$ cat src/rtl/branch_predictor_if.sv
// Fetch-lookup, branch-resolution and statistics signals of the branch predictor.
// The master drives fetch and update requests; the slave (the predictor) answers.
interface branch_predictor_if #(
    parameter int PC_W   = 8,
    parameter int STAT_W = 16
);
    logic [PC_W-1:0]   fetch_pc;
    logic              pred_hit;
    logic              pred_taken;
    logic [PC_W-1:0]   pred_next_pc;
    logic              upd_valid;
    logic [PC_W-1:0]   upd_pc;
    logic              upd_taken;
    logic [PC_W-1:0]   upd_target;
    logic              flush;
    logic              upd_mispredict;
    logic [STAT_W-1:0] branch_cnt;
    logic [STAT_W-1:0] miss_cnt;

    modport master (
        output fetch_pc, upd_valid, upd_pc, upd_taken, upd_target, flush,
        input  pred_hit, pred_taken, pred_next_pc, upd_mispredict, branch_cnt, miss_cnt
    );

    modport slave (
        input  fetch_pc, upd_valid, upd_pc, upd_taken, upd_target, flush,
        output pred_hit, pred_taken, pred_next_pc, upd_mispredict, branch_cnt, miss_cnt
    );
endinterface

$ cat src/rtl/branch_predictor.sv
// Direct-mapped branch target buffer with per-entry saturating direction counters
// and saturating branch/mispredict statistics.
module branch_predictor #(
    parameter int PC_W    = 8,
    parameter int ENTRIES = 16,
    parameter int CTR_W   = 2,
    parameter int STAT_W  = 16
) (
    input  logic               clk,
    input  logic               rst,
    branch_predictor_if.slave  bus
);
    localparam int IDX_W = $clog2(ENTRIES);
    localparam int TAG_W = PC_W - IDX_W - 2;

    localparam logic [CTR_W-1:0] CTR_WT  = CTR_W'(1) << (CTR_W - 1);
    localparam logic [CTR_W-1:0] CTR_WNT = CTR_WT - CTR_W'(1);

    logic             r_valid  [ENTRIES];
    logic [TAG_W-1:0] r_tag    [ENTRIES];
    logic [PC_W-1:0]  r_target [ENTRIES];
    logic [CTR_W-1:0] r_ctr    [ENTRIES];

    logic [STAT_W-1:0] r_branch_cnt;
    logic [STAT_W-1:0] r_miss_cnt;

    logic [IDX_W-1:0] w_f_idx;
    logic [TAG_W-1:0] w_f_tag;
    logic             w_f_hit;
    logic             w_f_taken;

    logic [IDX_W-1:0] w_u_idx;
    logic [TAG_W-1:0] w_u_tag;
    logic             w_u_hit;
    logic             w_u_pred_taken;
    logic             w_mispredict;

    logic             w_unused_lsbs;

    assign w_unused_lsbs = ^{bus.fetch_pc[1:0], bus.upd_pc[1:0]};

    // Fetch-side lookup
    assign w_f_idx   = bus.fetch_pc[IDX_W+1:2];
    assign w_f_tag   = bus.fetch_pc[PC_W-1:IDX_W+2];
    assign w_f_hit   = r_valid[w_f_idx] && (r_tag[w_f_idx] == w_f_tag);
    assign w_f_taken = w_f_hit && r_ctr[w_f_idx][CTR_W-1];

    assign bus.pred_hit     = w_f_hit;
    assign bus.pred_taken   = w_f_taken;
    assign bus.pred_next_pc = w_f_taken ? r_target[w_f_idx] : bus.fetch_pc + PC_W'(4);

    // Update-side lookup against the pre-edge table contents
    assign w_u_idx        = bus.upd_pc[IDX_W+1:2];
    assign w_u_tag        = bus.upd_pc[PC_W-1:IDX_W+2];
    assign w_u_hit        = r_valid[w_u_idx] && (r_tag[w_u_idx] == w_u_tag);
    assign w_u_pred_taken = w_u_hit && r_ctr[w_u_idx][CTR_W-1];

    assign w_mispredict = bus.upd_valid &&
                          ((w_u_pred_taken != bus.upd_taken) ||
                           (bus.upd_taken && w_u_pred_taken &&
                            (r_target[w_u_idx] != bus.upd_target)));

    assign bus.upd_mispredict = w_mispredict;
    assign bus.branch_cnt     = r_branch_cnt;
    assign bus.miss_cnt       = r_miss_cnt;

    always_ff @(posedge clk or posedge rst) begin
        if (rst) begin
            for (int unsigned i = 0; i < ENTRIES; i++) begin
                r_valid[i]  <= 1'b0;
                r_tag[i]    <= '0;
                r_target[i] <= '0;
                r_ctr[i]    <= CTR_WNT;
            end
        end else if (bus.flush) begin
            // Flush beats a simultaneous update: only valid bits change
            for (int unsigned i = 0; i < ENTRIES; i++) begin
                r_valid[i] <= 1'b0;
            end
        end else if (bus.upd_valid) begin
            if (w_u_hit) begin
                if (bus.upd_taken) begin
                    r_target[w_u_idx] <= bus.upd_target;
                    if (r_ctr[w_u_idx] != '1) begin
                        r_ctr[w_u_idx] <= r_ctr[w_u_idx] + CTR_W'(1);
                    end
                end else if (r_ctr[w_u_idx] != '0) begin
                    r_ctr[w_u_idx] <= r_ctr[w_u_idx] - CTR_W'(1);
                end
            end else begin
                r_valid[w_u_idx]  <= 1'b1;
                r_tag[w_u_idx]    <= w_u_tag;
                r_target[w_u_idx] <= bus.upd_target;
                r_ctr[w_u_idx]    <= bus.upd_taken ? CTR_WT : CTR_WNT;
            end
        end
    end

    always_ff @(posedge clk or posedge rst) begin
        if (rst) begin
            r_branch_cnt <= '0;
            r_miss_cnt   <= '0;
        end else begin
            if (bus.upd_valid && (r_branch_cnt != '1)) begin
                r_branch_cnt <= r_branch_cnt + STAT_W'(1);
            end
            if (w_mispredict && (r_miss_cnt != '1)) begin
                r_miss_cnt <= r_miss_cnt + STAT_W'(1);
            end
        end
    end
endmodule

$ cat src/flat_wrapper.sv
// flat-port wrapper written by rule: the top's interface ports become plain ports
module branch_predictor_flat 
#(
    parameter int PC_W    = 8,
    parameter int ENTRIES = 16,
    parameter int CTR_W   = 2,
    parameter int STAT_W  = 16
)
  (clk, rst, bus_fetch_pc, bus_upd_valid, bus_upd_pc, bus_upd_taken, bus_upd_target, bus_flush, bus_pred_hit, bus_pred_taken, bus_pred_next_pc, bus_upd_mispredict, bus_branch_cnt, bus_miss_cnt);
  branch_predictor_if #(.PC_W(PC_W), .STAT_W(STAT_W)) bus_i ();
  input  logic clk;
  input  logic rst;
  input wire logic [$bits(bus_i.fetch_pc)-1:0] bus_fetch_pc;
  input wire logic [$bits(bus_i.upd_valid)-1:0] bus_upd_valid;
  input wire logic [$bits(bus_i.upd_pc)-1:0] bus_upd_pc;
  input wire logic [$bits(bus_i.upd_taken)-1:0] bus_upd_taken;
  input wire logic [$bits(bus_i.upd_target)-1:0] bus_upd_target;
  input wire logic [$bits(bus_i.flush)-1:0] bus_flush;
  output wire logic [$bits(bus_i.pred_hit)-1:0] bus_pred_hit;
  output wire logic [$bits(bus_i.pred_taken)-1:0] bus_pred_taken;
  output wire logic [$bits(bus_i.pred_next_pc)-1:0] bus_pred_next_pc;
  output wire logic [$bits(bus_i.upd_mispredict)-1:0] bus_upd_mispredict;
  output wire logic [$bits(bus_i.branch_cnt)-1:0] bus_branch_cnt;
  output wire logic [$bits(bus_i.miss_cnt)-1:0] bus_miss_cnt;
  assign bus_i.fetch_pc = bus_fetch_pc;
  assign bus_i.upd_valid = bus_upd_valid;
  assign bus_i.upd_pc = bus_upd_pc;
  assign bus_i.upd_taken = bus_upd_taken;
  assign bus_i.upd_target = bus_upd_target;
  assign bus_i.flush = bus_flush;
  assign bus_pred_hit = bus_i.pred_hit;
  assign bus_pred_taken = bus_i.pred_taken;
  assign bus_pred_next_pc = bus_i.pred_next_pc;
  assign bus_upd_mispredict = bus_i.upd_mispredict;
  assign bus_branch_cnt = bus_i.branch_cnt;
  assign bus_miss_cnt = bus_i.miss_cnt;
  branch_predictor #(.PC_W(PC_W), .ENTRIES(ENTRIES), .CTR_W(CTR_W), .STAT_W(STAT_W)) u_core (.clk(clk), .rst(rst), .bus(bus_i));
endmodule
$ cat config.mk
export PLATFORM = sky130hd
export DESIGN_NAME = branch_predictor_flat
export DESIGN_NICKNAME = d
export VERILOG_FILES = /design/src/rtl/branch_predictor_if.sv /design/src/rtl/branch_predictor.sv /design/src/flat_wrapper.sv
export SDC_FILE = /design/constraint.sdc
export NUM_CORES = 1
export LEC_CHECK = 0
export CAP_MARGIN = 20
export CORE_MARGIN = 1.5
export CORE_UTILIZATION = 61
export CTS_BUF_LIST = sky130_fd_sc_hd__clkbuf_4
export DETAILED_ROUTE_END_ITERATION = 12
export PLACE_DENSITY = 0.92
export SYNTH_ARGS = -nofsm -noshare
export SYNTH_HDL_FRONTEND = slang
export SYNTH_SLANG_ARGS = --single-unit
$ cat constraint.sdc
create_clock -name clk -period 10.55 [get_ports clk]
set_clock_uncertainty 0.05 [all_clocks]
set_input_delay 1.055 -clock clk [delete_from_list [all_inputs] [get_ports clk]]
set_output_delay 1.055 -clock clk [all_outputs]
set_load 0.05 [all_outputs]
==> flow_metrics.env <==
export IMPL_p_switching_w=0.0008646
export IMPL_grt_pass1_wl_um=51030
export IMPL_drtPass1Iterations=6
export IMPL_cp_slowest_cell="buf_4"
export IMPL_dpl_worst_slack_ps=3300
export IMPL_report_final_slew_viol_count=0
export IMPL_synth_edf_count=0
export IMPL_core_rowCount=53
export IMPL_clock_latency_ps=710
export IMPL_drive_above_1_share_pct=34.05
export IMPL_grt_antenna_before_repair=2
export IMPL_grt_usage_pct=30.63
export IMPL_cts_root_buf="clkbuf_4"
export IMPL_port_buffers=69
export IMPL_grt_overflow_total=0
export IMPL_fillers=1410
export IMPL_min_path_type="reg2reg"
export IMPL_cts_tree="yes"
export IMPL_p_per_area_nw_per_um2=188.4
export IMPL_cts_buffers_inserted=60
export IMPL_p_comb_share_pct=24.9
export IMPL_leakagePower_nw=6.445
export IMPL_vias_per_cell=6.586
export IMPL_synth_fp_nets=970
export IMPL_crit_path_start_kind="input pin"
export IMPL_grt_max_degree=115
export IMPL_run_status="completed"
export IMPL_setup_viol=0
export IMPL_drc_errors=0
export IMPL_power_w=0.002765
export IMPL_ioPinCount=72
export IMPL_fin_hold_ws_ps=433.6
export IMPL_synth_common_cells="dfrtp_1 (224), mux4_2 (106), mux2_2 (105)"
export IMPL_detail_route_wl_per_cell_um=24.05
export IMPL_core_um2=20960
export IMPL_yosysWarnings=0
export IMPL_synth_most_common_cell="dfrtp_1"
export IMPL_seqPwrFrac_pct=45.5
export IMPL_hold_viol=0
export IMPL_cp_required_ps=9450
export IMPL_drtIter0Drc=784
export IMPL_seq_area_frac_synth_pct=46.33
export IMPL_path_clk_slew_ps=60
export IMPL_cts_repair_resized=0
export IMPL_fin_setup_tns_ps=0
export IMPL_start_util_pct=62.07
export IMPL_crit_chain="buf_4 -> buf_4 -> mux4_2 -> mux4_2 -> xor2_1 -> a211o_1 -> nor2_1 -> ha_1 -> nand2b_1 -> nor4_4 -> nor2_1 -> clkdlybuf4s50_1"
export IMPL_critical_path_class="in2out"
export IMPL_die_area_um2=22210
export IMPL_die_w_um=149.0
export IMPL_synth_top_area_cell="dfrtp_1"
export IMPL_synth_area_um2=13010
export IMPL_place_hpwl_um=20190
export IMPL_post_route_period_util_pct=68.64
export IMPL_max_stage_delay_ps=830
export IMPL_synth_cell_types=47
export IMPL_area_growth_pct=12.85
export IMPL_netlist_instances=935
export IMPL_cts_buffer_depth=3
export IMPL_p_int_w=0.001901
export IMPL_cts_sink_count=240
export IMPL_finalWorstSetupSlack_ps=3308
export IMPL_arrival_ps=6140
export IMPL_clkPwrFrac_pct=29.7
export IMPL_rsz0062_at_grt="false"
export IMPL_tightestPinTransition_ps=1130
export IMPL_routed_wl_um=32300
export IMPL_globalplace_congestion=0.8513
export IMPL_nets=1050
export IMPL_syn_avg_cell_area_um2=13.91
export IMPL_antenna_left=0
export IMPL_cts_hold_buffers=0
export IMPL_ys_flop_type="dfrtp_1"
export IMPL_max_freq_mhz=138.1
export IMPL_vias=8845
export IMPL_async_reset_ff_share_pct=100.0
export IMPL_ys_ff_latch=240
export IMPL_relSlewSlack_pct=24.69
export IMPL_worstSetupEndpointType="output pin"
export IMPL_grt_pass1_vias=9153
export IMPL_die_h_um=149.0
export IMPL_netlist_area_leader_share_pct=43.09
export IMPL_path_max_fanout=55
export IMPL_min_period_ps=7242
export IMPL_htree_levels=2
export IMPL_drv_cap=0
export IMPL_vdd_drop_max_uv=133.0
export IMPL_p_sw_share_pct=31.26
export IMPL_synth_area_top_cells="dfrtp_1 (43%), mux4_2 (18%), mux2_2 (9.1%)"
export IMPL_post_cts_buffers=0
-- power groups by stage --
stage | Combinational (W) | Clock (W) | Sequential, W
6_report | 0.000688 | 0.000820 | 0.00126
4_1_cts | 0.000687 | 0.000831 | 0.00125
2_1_floorplan | 0.000439 | 0 | 0.00131
5_1_grt | 0.000732 | 0.000886 | 0.00128
3_3_place_gp | 0.000657 | 0 | 0.00125
3_5_place_dp | 0.000684 | 0 | 0.00127
-- stage by stage --
step / std cells / cell area (um2) / util (%)
3_5_place_dp: 1225 / 13810 / 65.91
2_1_floorplan: 935 / 13010 / -
6_report: 1343 / 14680 / 70.05
4_1_cts: 1338 / 14630 / 69.84
5_1_grt: 1342 / 14680 / 70.04
3_3_place_gp: 1225 / 13810 / 65.91
-- layer usage --
layer	wire length [um]	global-route usage (%)
met1	12350	41.57
met2	15780	47.96
met5	0	0
met3	3101	6.697
met4	1078	13.66
-- cell usage in the layout, fill, tap and decap left out, drive strengths merged, types with 5 or more instances in the layout --
| cell | instances |
|---|---|
| dfstp | 16 |
| nand2b | 7 |
| xor2 | 26 |
| xnor2 | 13 |
| mux2i | 37 |
| ha | 6 |
| clkbuf | 105 |
| mux4 | 106 |
| o21ai | 19 |
| and3 | 6 |
| nand3 | 11 |
| dfrtp | 224 |
| nor2b | 5 |
| nor2 | 32 |
| inv | 24 |
| nand4 | 8 |
| nor4 | 8 |
| or3 | 5 |
| nor3 | 14 |
| buf | 13 |
| clkdlybuf4s50 | 65 |
| clkinv | 8 |
| mux2 | 204 |
| nand2 | 67 |
-- logic make-up (layout without fill, tap and decap cells) --
group                    after synthesis  in the layout  share of synthesized area, %
multiplexers                         347            347                         38.86
buffers and inverters                 86            217                         2.847
flip-flops                           240            240                         46.33
adder cells (fa/ha/maj)                6              6                        0.5771
AO/OA/AOI/OAI                         42             42                         2.097
XOR/XNOR                              39             39                         2.626
AND/OR/NAND/NOR                      175            175                         6.666
other                                  0              2                             0
-- flip-flops by register name (all words and copies together), names as in the netlist --
register and cells:
u_core.r_tag 32, u_core.bus.miss_cnt 16, u_core.r_ctr 32, u_core.r_valid 16, u_core.r_target 128, u_core.bus.branch_cnt 16
-- area by class of cell --
cell class	instances	area (um2)	share of cell area, %
flip-flops and latches	240	6026	41.05
well taps	275	344.1	2.344
clock buffers	104	780.7	5.319
clock inverters	9	42.54	0.2898
inverters	25	101.3	0.6904
multi-input cells	609	6611	45.04
repair buffers	79	768.2	5.234
diodes	2	5.005	0.03409
-- final timing paths --
check,depth (start not counted),startpoint,slack (ps),to
worst max-delay path,12,bus_upd_pc[2],3310,bus_upd_mispredict
worst min-delay path,1,u_core.bus.branch_cnt[9],430,u_core.bus.branch_cnt[9]
max in group asynchronous,4,rst,7460,u_core.r_target[17]
min in group asynchronous,2,rst,880,u_core.r_ctr[9]
worst min register to register,1,u_core.bus.branch_cnt[9],430,u_core.bus.branch_cnt[9]
worst max register to register,11,u_core.r_valid[8],6430,u_core.bus.miss_cnt[1]
-- worst max-delay path: cells and delay by family --
kind / cells / cell delay, ps
adder cells (fa/ha/maj): 1 / 300
XOR/XNOR: 1 / 150
AO/OA/AOI/OAI: 1 / 530
AND/OR/NAND/NOR: 4 / 1180
multiplexers: 2 / 1100
buffers and inverters: 3 / 1800
(Power assumes the default switching activity.)
==> RTL change 1 (config.mk and constraints unchanged) <==
Put a register stage on the output `bus.pred_next_pc`. The value now appears one clock later.
--- a/src/rtl/branch_predictor.sv
+++ b/src/rtl/branch_predictor.sv
@@ -47,7 +47,9 @@
 
     assign bus.pred_hit     = w_f_hit;
     assign bus.pred_taken   = w_f_taken;
-    assign bus.pred_next_pc = w_f_taken ? r_target[w_f_idx] : bus.fetch_pc + PC_W'(4);
+    always_ff @(posedge clk) begin
+        bus.pred_next_pc <= w_f_taken ? r_target[w_f_idx] : bus.fetch_pc + PC_W'(4);
+    end
 
     // Update-side lookup against the pre-edge table contents
     assign w_u_idx        = bus.upd_pc[IDX_W+1:2];
Behaviour: not the same (a bounded check fails within 4 cycles, from zero or initial values and one cycle with rst high).
==> RTL change 1 against the unedited design <==
Non-clock buffer count unchanged; clock power up 2%; sequential cell count up 8; total power up 0.62%; first-iteration DRC count up 5.9%; worst setup slack worse by 0.69 ns; hold slack better by 0.0044 ns; cell area up 2.7%; die area up 3.4%; area after synthesis up 3.5%; via count about the same; wire length down 2.1%; synthesized cell count up 1.6%; global-route usage down 1.6 points; critical path type unchanged; largest cell class unchanged.
==> RTL change 1: results (changes against the unedited design) <==
| Metric | Value |
|---|---|
| First-pass DRT Iterations | 5 (-1) |
| Clock share of power | 0.301 (+0.004) |
| Hold slack | 0.4380 ns (+0.004389 ns) |
| Worst hold stages | 1 (unchanged) |
| I/O Buffers | 69 (unchanged) |
| GR Util All Layers | 0.2907 (-0.01563) |
| Ys flop type | dfrtp_1 |
| Netlist cell types | 50 (+6.4%) |
| Worst reg2reg endpoint | u_core.bus.miss_cnt[1] |
| Worst-path clk slew | 0.07 ns |
| Sequential area share after synthesis | 0.4596 (-0.003647) |
| Reg2reg path depth | 12 (+1) |
| VDD IR-drop max | 0.0001010 V (-24%) |
| Number of global-route vias before repair | 9,069 (-0.92%) |
| First-pass GRT wire length | 49,850 um (-2.3%) |
| Inserted Clock Buffers | 66 (+10%) |
| Fraction of layout instances using a drive strength above 1 | 0.3429 (+0.002358) |
| Cell internal pwr | 0.001929 W (+1.5%) |
| Yosys warns | 0 (unchanged) |
| DRT iter0 DRCs | 830 (+5.9%) |
| Reg-to-reg startpoint | u_core.r_tag[5] |
| Largest net degree at the start of global routing | 87 (-24%) |
| Fillers | 1,397 (-0.92%) |
| DP HPWL | 20,420 um (+1.2%) |
| Leakage | 6.695 nW (+3.9%) |
| Post-CTS Setup Inserts | 0 (unchanged) |
| Worst Tran Pin Value | 1.119 ns (-0.01048 ns) |
| Worst Hold Class | reg -> reg |
| Worst Setup EP | bus_upd_mispredict |
| Outcome | completed |
| Syn Nets | 985 (+1.5%) |
| Hold wc startpoint | u_core.bus.branch_cnt[11] |
| Largest registers | u_core.r_target: 128 flops, u_core.r_ctr: 32 flops, u_core.r_tag: 32 flops |
| CTS Root Cell | clkbuf_4 |
| Routability cong. | 0.8450 (-0.74%) |
| Post-CTS sizing | 0 (unchanged) |
| WP data arrival | 6.83 ns (+0.69 ns) |
| Post-synth ARST share | 0.9677 (-0.03226) |
| Worst skew pair latency | 0.68 ns (-0.03 ns) |
| Initial antenna violation count | 1 (-1) |
| Wirelength per Cell | 23.19 um (-3.6%) |
| Reg2Reg Setup Slack | 5.86 ns (-0.57 ns) |
| CTS Buffer Depth | 3 (unchanged) |
| H-tree levels | 3 (+1) |
| Commonest cells in the netlist | dfrtp_1, mux2_2, mux4_2, mux2_1, nand2_1 |
| Ranking of synthesized cells by area | dfrtp_1, mux4_2, mux2_2 |
| Crit. Startpoint | bus_upd_pc[2] |
| Sequential cell fraction of total power | 0.461 (+0.006) |
| Vias per std cell | 6.488 (-1.5%) |
| Fin nets | 1,071 (+2.0%) |
| Hold Path Sink | u_core.bus.branch_cnt[11] |
| Max FO, Critical Path | 35 (-36%) |
-- RTL change 1: cell type report --
type | instances | area share
clock inverters | 11 | 0.002905
repair buffers | 79 | 0.05113
multi-input cells | 617 | 0.4542
diodes | 2 | 0.0003320
clock buffers | 103 | 0.05130
flip-flops and latches | 248 | 0.4104
well taps | 280 | 0.02324
inverters | 24 | 0.006475
-- RTL change 1: critical path, stage by stage --
cell and delay, ns:
buf_4 0.43, buf_4 0.61, mux4_1 0.66, mux2i_1 0.23, nor2_1 0.07, a221oi_1 0.33
a211o_1 0.65, nor2_1 0.17, ha_1 0.39, nor2b_1 0.13, mux2_2 0.15, nand4_1 0.10
a211oi_2 0.88, nor2_1 0.18, clkdlybuf4s50_1 0.76
-- RTL change 1: cell families (layout without fill, tap and decap cells) --
group                    after synthesis  in the layout  share of synthesized area
AO/OA/AOI/OAI                         41             41                    0.02017
adder cells (fa/ha/maj)                6              6                   0.005578
AND/OR/NAND/NOR                      180            180                    0.07465
buffers and inverters                 85            217                    0.03170
other                                  0              2                          0
XOR/XNOR                              41             41                    0.02668
multiplexers                         349            349                     0.3816
flip-flops                           248            248                     0.4596
-- RTL change 1: stage by stage --
step	setup slack [ns]	instance area (um2)	utilization	total power (W)	cells
floorplan	2.883	13460	-	0.001763	950
global placement	2.792	14220	0.6534	0.001910	1246
detailed placement	2.633	14220	0.6534	0.001956	1246
CTS	2.635	15030	0.6910	0.002792	1360
global route	2.225	15070	0.6927	0.002920	1363
finish	2.620	15070	0.6928	0.002783	1364
-- RTL change 1: metal layers --
layer	vias to the layer above	GRT usage	part of all wire
met1	4582	0.3890	0.40
met4	0	0.1404	0.039
li1	3755	-	-
met3	100	0.05778	0.068
met5	-	0	0
met2	413	0.4602	0.49
==> RTL change 2 (same settings) <==
Without the edit above. `CTR_W` is set to 2 in 2 places; all go to 4.
--- a/src/rtl/branch_predictor.sv
+++ b/src/rtl/branch_predictor.sv
@@ -3,7 +3,7 @@
 module branch_predictor #(
     parameter int PC_W    = 8,
     parameter int ENTRIES = 16,
-    parameter int CTR_W   = 2,
+    parameter int CTR_W   = 4,
     parameter int STAT_W  = 16
 ) (
     input  logic               clk,
--- a/src/flat_wrapper.sv
+++ b/src/flat_wrapper.sv
@@ -3,7 +3,7 @@
 #(
     parameter int PC_W    = 8,
     parameter int ENTRIES = 16,
-    parameter int CTR_W   = 2,
+    parameter int CTR_W   = 4,
     parameter int STAT_W  = 16
 )
   (clk, rst, bus_fetch_pc, bus_upd_valid, bus_upd_pc, bus_upd_taken, bus_upd_target, bus_flush, bus_pred_hit, bus_pred_taken, bus_pred_next_pc, bus_upd_mispredict, bus_branch_cnt, bus_miss_cnt);
Check against the original RTL: not settled (the Yosys comparison gave no result); the edit may change what the design does.
==> RTL change 2 against the unedited design <==
Fmax is 12% higher; count of clock-buffer cells in the layout is 3 lower; wire length is 16% higher; area after synthesis is 18% higher; synthesized cell count is 17% higher; sequential cell count is 32 higher; worst setup slack better by 0.76 ns; total power is 15% higher; clock power is 13% higher; cell area is 16% higher; non-clock buffer count is 8 higher; critical path type unchanged; largest cell class unchanged.
==> RTL change 2: results (changes against the unedited design) <==
| Metric | Value |
|---|---|
| Number of global-route vias before repair | 10,970 (+20%) |
| Syn Nets | 1,133 (+17%) |
| Ranking of synthesized cells by area | dfrtp_1, mux4_2, dfstp_2 |
| Largest registers | u_core.r_target: 128 flops, u_core.r_ctr: 64 flops, u_core.r_tag: 32 flops |
| Slowest cell on the critical path | clkdlybuf4s50_1 |
| Crit. Startpoint | bus_upd_pc[2] |
| GR Util All Layers | 0.2992 (-0.007118) |
| Inserted Clock Buffers | 72 (+20%) |
| Met2 usage | 0.4758 (-0.003820) |
| Met3 Resource Use GR | 0.06359 (-0.003387) |
| Netlist cell types | 68 (+45%) |
| Hold wc startpoint | u_core.bus.branch_cnt[15] |
| DP HPWL | 23,690 um (+17%) |
| Met1 usage | 0.3922 (-0.02341) |
| H-tree levels | 3 (+1) |
| Outcome | completed |
| Largest net degree at the start of global routing | 98 (-15%) |
| WP data arrival | 5.38 ns (-0.76 ns) |
| P_sw | 0.0009849 W (+14%) |
| Max FO, Critical Path | 41 (-25%) |
| Routability cong. | 0.8821 (+3.6%) |
| Worst Tran Pin Value | 1.084 ns (-0.04564 ns) |
| Fin nets | 1,214 (+16%) |
| Vias per std cell | 6.659 (+1.1%) |
| Total wire length | 37,360 um (+16%) |
| VDD IR-drop max | 0.0001763 V (+33%) |
| Sequential area share after synthesis | 0.4460 (-0.01722) |
| Leakage | 7.478 nW (+16%) |
| Commonest cells in the netlist | dfrtp_1, mux2_2, mux4_2, mux2_4, mux2i_1 |
-- RTL change 2: cell types whose count changed after synthesis, moves of 18 or more --
cell,unedited run,this run
nand2_1,57,39
mux2_1,99,46
xnor2_1,13,34
mux2_4,0,80
dfstp_2,16,48
mux2i_1,37,65
-- RTL change 2: final timing paths --
check | end | slack (ns) | cells after the start
setup / recovery | bus_upd_mispredict | 4.07 | 11
max in group asynchronous | u_core.r_ctr[58] | 8.22 | 4
hold reg to reg | u_core.bus.branch_cnt[15] | 0.44 | 1
hold / removal | u_core.bus.branch_cnt[15] | 0.44 | 1
setup reg to reg | u_core.bus.miss_cnt[1] | 6.69 | 9
min in group asynchronous | u_core.r_target[97] | 0.83 | 2
-- RTL change 2: power by group through the flow --
stage          clock network [W]  registers (W)  logic (W)
5_1_grt                  0.00100        0.00146   0.000853
4_1_cts                 0.000943        0.00143   0.000802
6_report                0.000925        0.00144   0.000803
3_3_place_gp                   0        0.00143   0.000765
2_1_floorplan                  0        0.00147   0.000553
3_5_place_dp                   0        0.00144   0.000799
-- RTL change 2: cells by family after synthesis --
logic type / synth area share
adder cells (fa/ha/maj): 0.005689
multiplexers: 0.3670
XOR/XNOR: 0.03178
AO/OA/AOI/OAI: 0.04121
buffers and inverters: 0.03308
AND/OR/NAND/NOR: 0.07518
flip-flops: 0.4460
-- RTL change 2: through the flow --
step | util | area (um2) | worst slack [ns] | std cells | hold slack, ns
after floorplan | - | 15390 | 2.029 | 1097 | 0.4197
after global placement | 0.6589 | 16160 | 4.152 | 1426 | 0.4297
after detailed placement | 0.6589 | 16160 | 4.117 | 1426 | 0.4316
after CTS | 0.6943 | 17030 | 4.096 | 1541 | 0.4445
after global routing | 0.6963 | 17080 | 3.876 | 1544 | 0.4719
final | 0.6963 | 17080 | 4.065 | 1544 | 0.4439
-- RTL change 2: final cells by class --
cell class	instances	area, um2
sequential	272	6867
inverter	20	82.58
clock buffer	101	758.2
clock inverter	14	111.4
multi-input combinational	725	8019
timing repair buffer	87	838.3
tap	324	405.4
antenna	1	2.502
fill	1622	7450
-- RTL change 2: per-layer routing --
layer  wire length [um]  vias up
met2              18090      545
met1              14440     5292
met4               1742        2
met5                  9        -
met3               3078      154
li1                   -     4288
